**src/rtl/lcd12864_refresh.sv**
```systemverilog
// lcd12864_refresh: refreshes an ST7920 128x64 LCD (8-bit parallel, write-only)
// from a 64-byte character buffer RAM read through its synchronous port.
// After power-up it runs the init command list once. It then rewrites the
// 4 rows x 16 chars of DDRAM in an endless loop.
// Optional build macro LCD_CTRL_FILTER_EN: fetched bytes outside 0x20..0x7E
// are shown as spaces.
module lcd12864_refresh #(
  parameter int POWERUP_CYC = 2000000,
  parameter int EN_CYC      = 50,
  parameter int CMD_CYC     = 4000,
  parameter int CLEAR_CYC   = 100000
) (
  input  logic       clk,
  input  logic       reset,
  output logic       rs,
  output logic       rw,
  output logic       en,
  output logic [7:0] dat,
  output logic [5:0] address_out,
  input  logic [7:0] data_in,
  output logic       init_done,
  output logic       frame_done
);

  function automatic int max2(input int a, input int b);
    return (a > b) ? a : b;
  endfunction

  localparam int MAX_CYC = max2(max2(POWERUP_CYC, EN_CYC), max2(CMD_CYC, CLEAR_CYC));
  localparam int TW      = $clog2(MAX_CYC + 1);

  localparam logic [TW-1:0] POWERUP_LAST = TW'(POWERUP_CYC - 1);
  localparam logic [TW-1:0] EN_LAST      = TW'(EN_CYC - 1);
  localparam logic [TW-1:0] CMD_LAST     = TW'(CMD_CYC - 1);
  localparam logic [TW-1:0] CLEAR_LAST   = TW'(CLEAR_CYC - 1);

  typedef enum logic [2:0] {
    S_POWERUP,
    S_INIT,
    S_ROW_CMD,
    S_RD_ADDR,
    S_RD_WAIT,
    S_W_SETUP,
    S_W_EN,
    S_W_HOLD
  } state_t;

  state_t          state, state_nx;
  logic [TW-1:0]   timer, timer_nx;
  logic [2:0]      init_idx, init_idx_nx;
  logic [1:0]      row, row_nx;
  logic [3:0]      col, col_nx;
  logic            rs_nx, en_nx, init_done_nx, frame_done_nx;
  logic [7:0]      dat_nx;
  logic [5:0]      address_out_nx;
  logic [TW-1:0]   hold_last;

  // Init command list: function set (twice), display on, clear, entry mode
  function automatic logic [7:0] init_cmd(input logic [2:0] idx);
    case (idx)
      3'd0:    return 8'h30;
      3'd1:    return 8'h30;
      3'd2:    return 8'h0C;
      3'd3:    return 8'h01;
      default: return 8'h06;
    endcase
  endfunction

  // DDRAM base address of each text row (ST7920 interleaves rows 1/2)
  function automatic logic [7:0] row_cmd(input logic [1:0] r);
    case (r)
      2'd0:    return 8'h80;
      2'd1:    return 8'h90;
      2'd2:    return 8'h88;
      default: return 8'h98;
    endcase
  endfunction

  // Fetched character conditioning before it is put on the bus
  function automatic logic [7:0] char_filter(input logic [7:0] b);
`ifdef LCD_CTRL_FILTER_EN
    return ((b < 8'h20) || (b > 8'h7E)) ? 8'h20 : b;
`else
    return b;
`endif
  endfunction

  assign rw = 1'b0;

  // The clear command needs a much longer settle time than any other byte
  assign hold_last = (!rs && (dat == 8'h01)) ? CLEAR_LAST : CMD_LAST;

  // Sequencer and byte write engine: next-state and next-output values
  always_comb begin
    state_nx       = state;
    timer_nx       = timer;
    init_idx_nx    = init_idx;
    row_nx         = row;
    col_nx         = col;
    rs_nx          = rs;
    dat_nx         = dat;
    address_out_nx = address_out;
    init_done_nx   = init_done;
    frame_done_nx  = 1'b0;
    case (state)
      S_POWERUP: begin
        if (timer == POWERUP_LAST) begin
          timer_nx = '0;
          state_nx = S_INIT;
        end else begin
          timer_nx = timer + 1'b1;
        end
      end
      S_INIT: begin
        dat_nx   = init_cmd(init_idx);
        rs_nx    = 1'b0;
        state_nx = S_W_SETUP;
      end
      S_ROW_CMD: begin
        dat_nx   = row_cmd(row);
        rs_nx    = 1'b0;
        state_nx = S_W_SETUP;
      end
      S_RD_ADDR: begin
        state_nx = S_RD_WAIT;
      end
      S_RD_WAIT: begin
        dat_nx   = char_filter(data_in);
        rs_nx    = 1'b1;
        state_nx = S_W_SETUP;
      end
      S_W_SETUP: begin
        timer_nx = '0;
        state_nx = S_W_EN;
      end
      S_W_EN: begin
        if (timer == EN_LAST) begin
          timer_nx = '0;
          state_nx = S_W_HOLD;
        end else begin
          timer_nx = timer + 1'b1;
        end
      end
      S_W_HOLD: begin
        if (timer == hold_last) begin
          timer_nx = '0;
          if (!init_done) begin
            if (init_idx == 3'd4) begin
              init_idx_nx  = '0;
              init_done_nx = 1'b1;
              row_nx       = '0;
              col_nx       = '0;
              state_nx     = S_ROW_CMD;
            end else begin
              init_idx_nx = init_idx + 3'd1;
              state_nx    = S_INIT;
            end
          end else if (!rs) begin
            // Row base command written: fetch the first char of the row.
            // The address is presented on entry to RD_ADDR so the RAM
            // result is ready two edges later when RD_WAIT ends.
            address_out_nx = {row, col};
            state_nx       = S_RD_ADDR;
          end else if (col != 4'd15) begin
            col_nx         = col + 4'd1;
            address_out_nx = {row, col + 4'd1};
            state_nx       = S_RD_ADDR;
          end else if (row != 2'd3) begin
            col_nx   = '0;
            row_nx   = row + 2'd1;
            state_nx = S_ROW_CMD;
          end else begin
            frame_done_nx = 1'b1;
            col_nx        = '0;
            row_nx        = '0;
            state_nx      = S_ROW_CMD;
          end
        end else begin
          timer_nx = timer + 1'b1;
        end
      end
      default: state_nx = S_POWERUP;
    endcase
    en_nx = (state_nx == S_W_EN);
  end

  // State, counters and registered LCD/RAM outputs
  always_ff @(posedge clk or negedge reset) begin
    if (!reset) begin
      state       <= S_POWERUP;
      timer       <= '0;
      init_idx    <= '0;
      row         <= '0;
      col         <= '0;
      rs          <= 1'b0;
      en          <= 1'b0;
      dat         <= 8'h00;
      address_out <= '0;
      init_done   <= 1'b0;
      frame_done  <= 1'b0;
    end else begin
      state       <= state_nx;
      timer       <= timer_nx;
      init_idx    <= init_idx_nx;
      row         <= row_nx;
      col         <= col_nx;
      rs          <= rs_nx;
      en          <= en_nx;
      dat         <= dat_nx;
      address_out <= address_out_nx;
      init_done   <= init_done_nx;
      frame_done  <= frame_done_nx;
    end
  end

endmodule
```
**config.mk**
```make
export PLATFORM = sky130hd
export DESIGN_NAME = lcd12864_refresh
export DESIGN_NICKNAME = d
export VERILOG_FILES = /design/src/rtl/lcd12864_refresh.sv
export SDC_FILE = /design/constraint.sdc
export NUM_CORES = 1
export LEC_CHECK = 0
export CAP_MARGIN = 40
export CORE_MARGIN = 5
export CORE_UTILIZATION = 50
export CTS_BUF_LIST = sky130_fd_sc_hd__clkbuf_2 sky130_fd_sc_hd__clkbuf_4 sky130_fd_sc_hd__clkbuf_8
export DETAILED_ROUTE_END_ITERATION = 8
export HOLD_SLACK_MARGIN = 0.15
export PLACE_DENSITY = 0.82
export SYNTH_ARGS = -nofsm -noshare
export SYNTH_HDL_FRONTEND = slang
export SYNTH_SLANG_ARGS = --single-unit
export TNS_END_PERCENT = 30
```
**constraint.sdc**
```tcl
create_clock -name clk -period 3.9 [get_ports clk]
set_clock_uncertainty 0.15 [all_clocks]
set_input_delay 0.78 -clock clk [delete_from_list [all_inputs] [get_ports clk]]
set_output_delay 0.78 -clock clk [all_outputs]
set_load 0.005 [all_outputs]
```
==> metrics.md, run 1 <==
| Metric | Value |
|---|---|
| Outcome | `finished clean` |
| Cts bufs inserted | `5` |
| Nets@finish | `393` |
| Root buffer cell | `clkbuf_8` |
| Mean Syn Cell Area | `just under 9 um2` |
| Fin util | `57.1%` |
| H-tree depth | `2` |
| Worst-Skew Late Latency | `0.30 ns` |
| Ys Warns | `0` |
| Antenna-violating nets left | `0` |
| CTS Buffer Depth | `2` |
| Worst-path clk slew | `0.10 ns` |
| WHS | `0.344 ns` |
| Place WS | `0.785 ns` |
| Boundary Pins | `29` |
| Max-slew violations | `0` |
| Routed WL per cell | `15.6 um` |
| Slowest CP cell | `nor4_4` |
| Slowest stage delay, CP | `roughly 0.58 ns` |
| Starting DRC count in detailed routing | `196` |
| P_leak | `1.54 nW` |
| Final Hold Fails | `0` |
| Setup CP Type | `register to register` |
| Synth Flop Type | `dfrtp_1` |
| CP cell instances | `or3_1 -> or4_4 -> or3_4 -> nor4_4 -> and2b_1 -> mux2_2` |
| Antenna Cells | `0` |
| Unrepaired setup endpoints after global routing | `false` |
| P&R area growth vs syn | `12.6%` |
| R2R depth | `6` |
| Synth Cell Area | `3170 um2` |
| Placed Instances | `442` |
| Placed cell area | `3450 um2` |
| Gr usage total | `19.2%` |
| Final setup viols | `0` |
| Vias in the first global route | `2608` |
| Flop pwr share | `57.5%` |
| Switch Pwr | `roughly 0.19 mW` |
| Maxcap violations | `0` |
| Row count | `29` |
| Post-synthesis cell type count | `62` |
| CP delay by family, top | `simple AND/OR/NAND/NOR gates` |
| Fmax | `322 MHz` |
| CP Depth | `6` |
| GP Congestion | `0.884` |
| Die area | `approximately 8000 um2` |
| Starting Density | `between 50% and 60%` |
| Worst Path Arrival | `3.15 ns` |
| Post-route cell area | `3570 um2` |
| Critical Path Source | `timer[12]$_DFFE_PN0P_` |
| Required time of the critical path | `3.95 ns` |
| Crit Reg-Reg Endpoint | `init_idx[2]$_DFFE_PN0P_` |
| Worst path bufs/invs | `0` |
| Commonest non-fill, non-tap cell in the layout | `dfrtp_1` |
| Seq/Total Area, Yosys | `40.3%` |
| Vias per inst | `~5.9` |
| Tot Pwr | `just over 0.9 mW` |
| Worst-path fanout max | `12` |
| CTS tree | `built` |
| Hold buffer count at cts | `0` |
| Die W | `roughly 90 um` |
| Clk pwr share | `roughly 40%` |
| Vias | `2671` |
| Drt drc | `0` |
| Worst vdd ir | `159 uV` |
| Post_cts resized | `0` |
| Most frequent cells in the layout | `51 x dfrtp_1, 27 x nand2_1, 26 x nor2_1, 26 x clkdlybuf4s50_1, 23 x nor3_1` |
| Worst-Margin Slew | `0.775 ns` |
| Final worst-path setup slack | `0.793 ns` |
| Post-CTS Setup Bufs | `0` |
| CP Capture Point | `init_idx[2]$_DFFE_PN0P_` |
| Core area | `6240 um2` |
| Combinational share of power | `between 2 and 2.5%` |
| Internal Power | `0.728 mW` |
| Rel. slew slack | `48.3%` |
| EDFF count, synth | `0` |
| Syn nets | `approximately 380` |
| Antenna violations before repair | `0` |
| Min-delay worst type | `input pin to async pin` |
| Finished Layout Cells | `450` |
| Critical Path End Type | `register` |
| First-pass GRT wire length | `roughly 12000 um` |
| IO Port Bufs | `27` |
| Power Density | `258 nW/um2` |
| Reg2Reg Setup Slack | `between 0.7 and 0.8 ns` |
| Clock sinks | `51` |
| Fin crit share | `around four fifths` |
| Sw frac | `20.8%` |
| Global route overflow | `0` |
| Die H | `roughly 90 um` |
| Fin crit period | `~3.1 ns` |
| Final wirelength | `7030 um` |
| Share of layout cells above drive strength 1 | `9.92%` |
| Detailed Place HPWL | `5060 um` |
| Post-Syn Instances | `356` |
| R2R Path Start | `timer[12]$_DFFE_PN0P_` |
| Seq cells post-synth | `51` |
| DRT Pass-1 Iters | `4` |
| CP Launch Type | `register` |
| Async set or reset register ratio after synthesis | `100%` |
| Pin count of the biggest net entering global routing | `29` |
| Setup_tns | `0 ns` |
[power by group through the flow]
| stage | sequential, mW | combinational [mW] | clock (mW) |
|---|---|---|---|
| 2_1_floorplan | 0.539 | 0.00108 | 0 |
| 3_3_place_gp | 0.539 | 0.0201 | 0 |
| 3_5_place_dp | 0.539 | 0.0205 | 0 |
| 4_1_cts | 0.528 | 0.0208 | 0.378 |
| 5_1_grt | 0.528 | 0.0227 | 0.403 |
| 6_report | 0.528 | 0.0196 | 0.371 |
[registers in the layout, summed over array words and instances, names as in the netlist, 2 cells and up]
name         cells
dat              8
state            3
row              2
col              4
timer           21
address_out      6
init_idx         3
[final cells by class]
type	instances	area, um2
Multi-Input combinational cell	265	1720
Fill cell	563	2680
Sequential cell	51	1280
Timing Repair Buffer	30	288
Clock buffer	5	68.8
Inverter	19	71.3
Clock inverter	3	43.8
Tap cell	77	96.3
[synth_stat cells, types with 7 or more instances]
library cell | number | share of area (%)
dfrtp_1 | 51 | 40
nand2_1 | 27 | 3.2
nor2_1 | 26 | 3.1
nor3_1 | 23 | 3.6
a21oi_1 | 21 | 3.3
nand3_1 | 20 | 3.2
inv_1 | 19 | 2.3
o21ai_0 | 17 | 2.7
clkbuf_1 | 16 | 1.9
ha_1 | 11 | 4.3
xnor2_1 | 11 | 3.0
and3_1 | 8 | 1.6
mux2_2 | 8 | 2.8
nand4_1 | 8 | 1.6
xor2_1 | 7 | 1.9
[cells by family (layout without fill, tap and decap cells)]
family	Yosys count	count (layout)	synth area share [%]
AO/OA/AOI/OAI	75	75	15.4
flip-flops	51	51	40.3
AND/OR/NAND/NOR	147	147	24.8
XOR/XNOR	18	18	4.98
other	1	1	0.118
multiplexers	13	13	4.74
adder cells (fa/ha/maj)	11	11	4.34
buffers and inverters	40	57	5.37
[metal layers]
layer	global-route usage, %	vias to the layer above	part of all wire [%]
met5	0	-	0
met4	4.74	0	1.1
met3	3.38	6	4.5
met2	31.4	63	48
met1	26.5	1296	46
li1	-	1306	-
[worst min path at each step]
| stage | to | cells past startpoint |
|---|---|---|
| global route | address_out[4]$_DFFE_PN0P_ | 1 |
| finish | dat[6]$_DFFE_PN0P_ | 1 |
| floorplan | address_out[0]$_DFFE_PN0P_ | 0 |
| global placement | address_out[4]$_DFFE_PN0P_ | 1 |
| CTS | timer[19]$_DFFE_PN0P_ | 1 |
| detailed placement | address_out[5]$_DFFE_PN0P_ | 1 |
Power figures use the tool's default switching activity.
==> run 2: changes to the inputs <==
- clock period: 3.9 -> 2.9 ns (I/O delays scaled with it)
==> metrics.md, run 2 (synthesis results as in run 1) <==
| Metric | Value |
|---|---|
| Setup CP Type | `register to register` |
| Fin util | `58.8%` |
| Nets@finish | `410` |
| Boundary Pins | `29` |
| Final wirelength | `around 7700 um` |
| Place WS | `about 0.14 ns` |
| Critical Path End Type | `register` |
| CTS Buffer Depth | `2` |
| First-pass GRT wire length | `~14000 um` |
| Clock sinks | `a little over 50` |
| Detailed Place HPWL | `5580 um` |
| Worst-path clk slew | `~0.10 ns` |
| Setup_tns | `0 ns` |
| DRT Pass-1 Iters | `5` |
| Cts bufs inserted | `5` |
| Final worst-path setup slack | `0.139 ns` |
| Worst vdd ir | `264 uV` |
| Required time of the critical path | `2.97 ns` |
| Worst-Margin Slew | `0.754 ns` |
| Vias per inst | `6.20` |
| Unrepaired setup endpoints after global routing | `false` |
| H-tree depth | `2` |
| Gr usage total | `21.6%` |
| Worst-Skew Late Latency | `0.32 ns` |
| GP Congestion | `0.915` |
| Die H | `between 80 and 90 um` |
| Max reg flops | `21` |
| WHS | `between 0.15 and 0.2 ns` |
| Antenna Cells | `0` |
| Worst-path fanout max | `7` |
| Rel. slew slack | `between 40% and 50%` |
| Vias | `2894` |
| Final Hold Fails | `0` |
| Global route overflow | `0` |
| P_leak | `1.62 nW` |
| CP Launch Type | `register` |
| Hold buffer count at cts | `0` |
| Starting DRC count in detailed routing | `roughly 220` |
| Top Registers | `timer (21), dat (8), address_out (6)` |
| Root buffer cell | `clkbuf_8` |
| Routed WL per cell | `16.6 um` |
| Commonest non-fill, non-tap cell in the layout | `dfrtp_1` |
| Worst Path Arrival | `2.83 ns` |
| Fin crit period | `2.76 ns` |
| IO Port Bufs | `27` |
| Post_cts resized | `0` |
| P&R area growth vs syn | `15.9%` |
| Row count | `29` |
| Drt drc | `0` |
| Fmax | `362 MHz` |
| Pin count of the biggest net entering global routing | `33` |
| Fin crit share | `~95%` |
| Die W | `89.6 um` |
| Most flop-heavy register | `timer` |
| Power Density | `321 nW/um2` |
| CTS tree | `built` |
| Antenna violations before repair | `0` |
| Share of layout cells above drive strength 1 | `13.8%` |
| Max-slew violations | `0` |
| Core area | `~6200 um2` |
| Vias in the first global route | `2936` |
| Starting Density | `50.8%` |
| Final setup viols | `0` |
| Most frequent cells in the layout | `51 x dfrtp_1, 27 x nand2_1, 26 x nor2_1, 26 x clkdlybuf4s50_1, 23 x nor3_1` |
| Outcome | `finished clean` |
| Antenna-violating nets left | `0` |
| Die area | `8030 um2` |
| Maxcap violations | `0` |
| Min-delay worst type | `input pin to async pin` |
| Post-CTS Setup Bufs | `0` |
[run 2: per-stage QoR]
step                      cells  total power [mW]  area [um2]
after floorplan             356             0.726        3170
after global placement      458             0.753        3570
after detailed placement    458             0.753        3570
after CTS                   466              1.19        3660
after global routing        467              1.22        3670
final                       467              1.18        3670
[run 2: worst paths after layout]
kind,to,slack [ns],cells after the start,from
max in group asynchronous,col[2]$_DFFE_PN0P_,1.78,2,reset
max,col[1]$_DFFE_PN0P_,0.14,7,timer[12]$_DFFE_PN0P_
min,dat[7]$_DFFE_PN0P_,0.16,1,reset
min reg2reg,address_out[1]$_DFFE_PN0P_,0.38,1,address_out[1]$_DFFE_PN0P_
max reg2reg,col[1]$_DFFE_PN0P_,0.14,7,timer[12]$_DFFE_PN0P_
min in group clk,address_out[1]$_DFFE_PN0P_,0.38,1,address_out[1]$_DFFE_PN0P_
[run 2: metal layers]
layer,up-vias,GRT usage (%),part of all wire [%]
met3,28,3.74,5.7
met2,122,35.6,49
li1,1343,-,-
met5,-,0,0
met1,1401,28.4,43
met4,0,8.66,2.8
[run 2: worst max-delay path, stage by stage (launching register included)]
cell and delay (ns):
dfrtp_1 0.43, or3_1 0.39, or4_4 0.44, or3_4 0.41, nor4_4 0.24, buf_4 0.23, nand2_4 0.06, mux2_4 0.30
[run 2: layout make-up]
class / instances / area (um2)
fill: 541 / 2570
multi-input combinational: 265 / 1720
sequential: 51 / 1280
timing repair buffer: 47 / 415
tap: 77 / 96.3
inverter: 19 / 71.3
clock buffer: 5 / 68.8
clock inverter: 3 / 22.5
[run 2: power by group]
| part | internal, mW | leakage, nW | switching (mW) | total [mW] |
|---|---|---|---|---|
| registers | 0.711 | 0.677 | 0 | 0.711 |
| clock network | 0.174 | 0.0485 | 0.265 | 0.439 |
| logic | 0.0117 | 0.892 | 0.0162 | 0.0279 |
| total | 0.896 | 1.62 | 0.281 | 1.18 |
==> run 3: changes to the inputs <==
- CORE_UTILIZATION: 50 -> 55
- CTS_CLUSTER_DIAMETER: unset -> 100
- PLACE_DENSITY: 0.82 -> 0.88
==> metrics.md, run 3 (synthesis results as in run 1) <==
| Metric | Value |
|---|---|
| Outcome | `finished clean` |
| Die area | `7380 um2` |
| Nets@finish | `roughly 410` |
| Drt drc | `0` |
| Worst-path clk slew | `0.09 ns` |
| Gr usage total | `21.8%` |
| Vias per inst | `6.05` |
| Routed WL per cell | `16.5 um` |
| Die H | `between 80 and 90 um` |
| H-tree depth | `2` |
| Top Usage Layer GRT | `met2` |
| P_leak | `1.59 nW` |
| Worst path bufs/invs | `1` |
| Min-delay worst type | `register to register` |
| GP Congestion | `0.899` |
| Vias in the first global route | `2726` |
| Multi-input logic area | `1730 um2` |
| CP cell instances | `or3_1 -> or4_4 -> or3_4 -> nor4_4 -> buf_4 -> nand2_4 -> mux2_4` |
| Slowest CP cell | `dfrtp_1` |
| Die W | `85.9 um` |
| Final Hold Fails | `0` |
| Grt met2 use | `35.9%` |
| Worst-Skew Late Latency | `0.31 ns` |
| Worst vdd ir | `281 uV` |
| Worst-path fanout max | `7` |
| Maxcap violations | `0` |
| CTS Buffer Depth | `2` |
| IO Port Bufs | `27` |
| Antenna Cells | `0` |
| Fin crit period | `2.78 ns` |
| CP Launch Type | `register` |
| Root buffer cell | `clkbuf_8` |
| Filler cell count | `461` |
| Final wirelength | `7580 um` |
| Final setup viols | `0` |
| Pin count of the biggest net entering global routing | `27` |
| Fin crit share | `95.7%` |
| Max reg flops | `21` |
| Core area | `5540 um2` |
| Critical Path End Type | `register` |
| Antenna violations before repair | `0` |
| CTS tree | `built` |
| Clock sinks | `a little over 50` |
| Antenna-violating nets left | `0` |
| Worst Path Arrival | `about 2.8 ns` |
| Met3 track demand over resource | `4.42%` |
| Vias | `around 2800` |
| Setup_tns | `0 ns` |
| Unrepaired setup endpoints after global routing | `false` |
| Fmax | `360 MHz` |
| Boundary Pins | `29` |
| Share of layout cells above drive strength 1 | `12.7%` |
| Rel. slew slack | `61.6%` |
| Register area | `roughly 1300 um2` |
| DRT Pass-1 Iters | `5` |
| Starting Density | `57.2%` |
| Place WS | `0.132 ns` |
| Worst-Margin Slew | `0.572 ns` |
| Most frequent cells in the layout | `51 x dfrtp_1, 27 x nand2_1, 26 x nor2_1, 26 x clkdlybuf4s50_1, 23 x nor3_1` |
| Setup CP Type | `register to register` |
| Detailed Place HPWL | `~5500 um` |
| P&R area growth vs syn | `15.0%` |
| First-pass GRT wire length | `13000 um` |
| Starting DRC count in detailed routing | `around 240` |
| Row count | `27` |
| Top Registers | `timer (21), dat (8), address_out (6)` |
| CP delay by family, top | `simple AND/OR/NAND/NOR gates` |
| Final worst-path setup slack | `0.124 ns` |
| Global route overflow | `0` |
| Max-slew violations | `0` |
| Power Density | `317 nW/um2` |
| Met1 Use GR | `29.0%` |
| Most flop-heavy register | `timer` |
| Slowest stage delay, CP | `0.46 ns` |
| Required time of the critical path | `between 2 and 3 ns` |
| Cts bufs inserted | `5` |
| Commonest non-fill, non-tap cell in the layout | `dfrtp_1` |
run 3: metal layers:
metal / wire (um) / share of wire (%)
met1: 3330 / 44
met2: 3790 / 50
met3: 357 / 4.7
met4: 102 / 1.3
met5: 0 / 0
run 3: final timing paths:
| kind | startpoint | to | slack [ns] | depth (start not counted) |
|---|---|---|---|---|
| setup reg to reg | timer[14]$_DFFE_PN0P_ | col[1]$_DFFE_PN0P_ | 0.12 | 7 |
| hold reg to reg | address_out[1]$_DFFE_PN0P_ | address_out[1]$_DFFE_PN0P_ | 0.37 | 1 |
| hold / removal | address_out[1]$_DFFE_PN0P_ | address_out[1]$_DFFE_PN0P_ | 0.37 | 1 |
| max in group asynchronous | reset | timer[2]$_DFFE_PN0P_ | 1.45 | 3 |
| setup / recovery | timer[14]$_DFFE_PN0P_ | col[1]$_DFFE_PN0P_ | 0.12 | 7 |
| min in group asynchronous | reset | state[0]$_DFF_PN0_ | 0.56 | 2 |
run 3: per-stage QoR:
stage,instances,utilization (%),area [um2],power (mW),hold slack (ns)
global route,458,65.8,3640,1.20,0.391
floorplan,356,-,3170,0.726,0.134
global placement,449,63.8,3540,0.753,0.343
finish,458,65.8,3640,1.16,0.368
CTS,458,65.6,3640,1.17,0.373
detailed placement,449,63.8,3540,0.754,0.348
run 3: cell type report:
type	count	area share (%)
clock buffer	6	2.09
clock inverter	2	0.343
inverter	19	1.96
multi-input combinational	265	47.5
sequential	51	35.0
tap	72	2.47
timing repair buffer	43	10.6
run 3: power breakdown:
| group | leakage [nW] | total (mW) | switching (mW) | internal, mW |
|---|---|---|---|---|
| registers | 0.677 | 0.710 | 0 | 0.710 |
| clock network | 0.0446 | 0.417 | 0.238 | 0.179 |
| logic | 0.872 | 0.0292 | 0.0166 | 0.0126 |
run 3: worst register-to-register path, delay by kind of cell, from the launching register on:
family | cells | cell delay (ns)
mux | 1 | 0.30
simple gates | 5 | 1.53
buf+inv | 1 | 0.23
flops | 1 | 0.46
run 3: repair_timing:
item                                   4_1_cts  5_1_grt
buffers inserted                             0        0
endpoints found under the hold margin       12        0
hold buffers                                 1        0
gates resized for setup                      0        1
setup endpoints to repair                    0        2
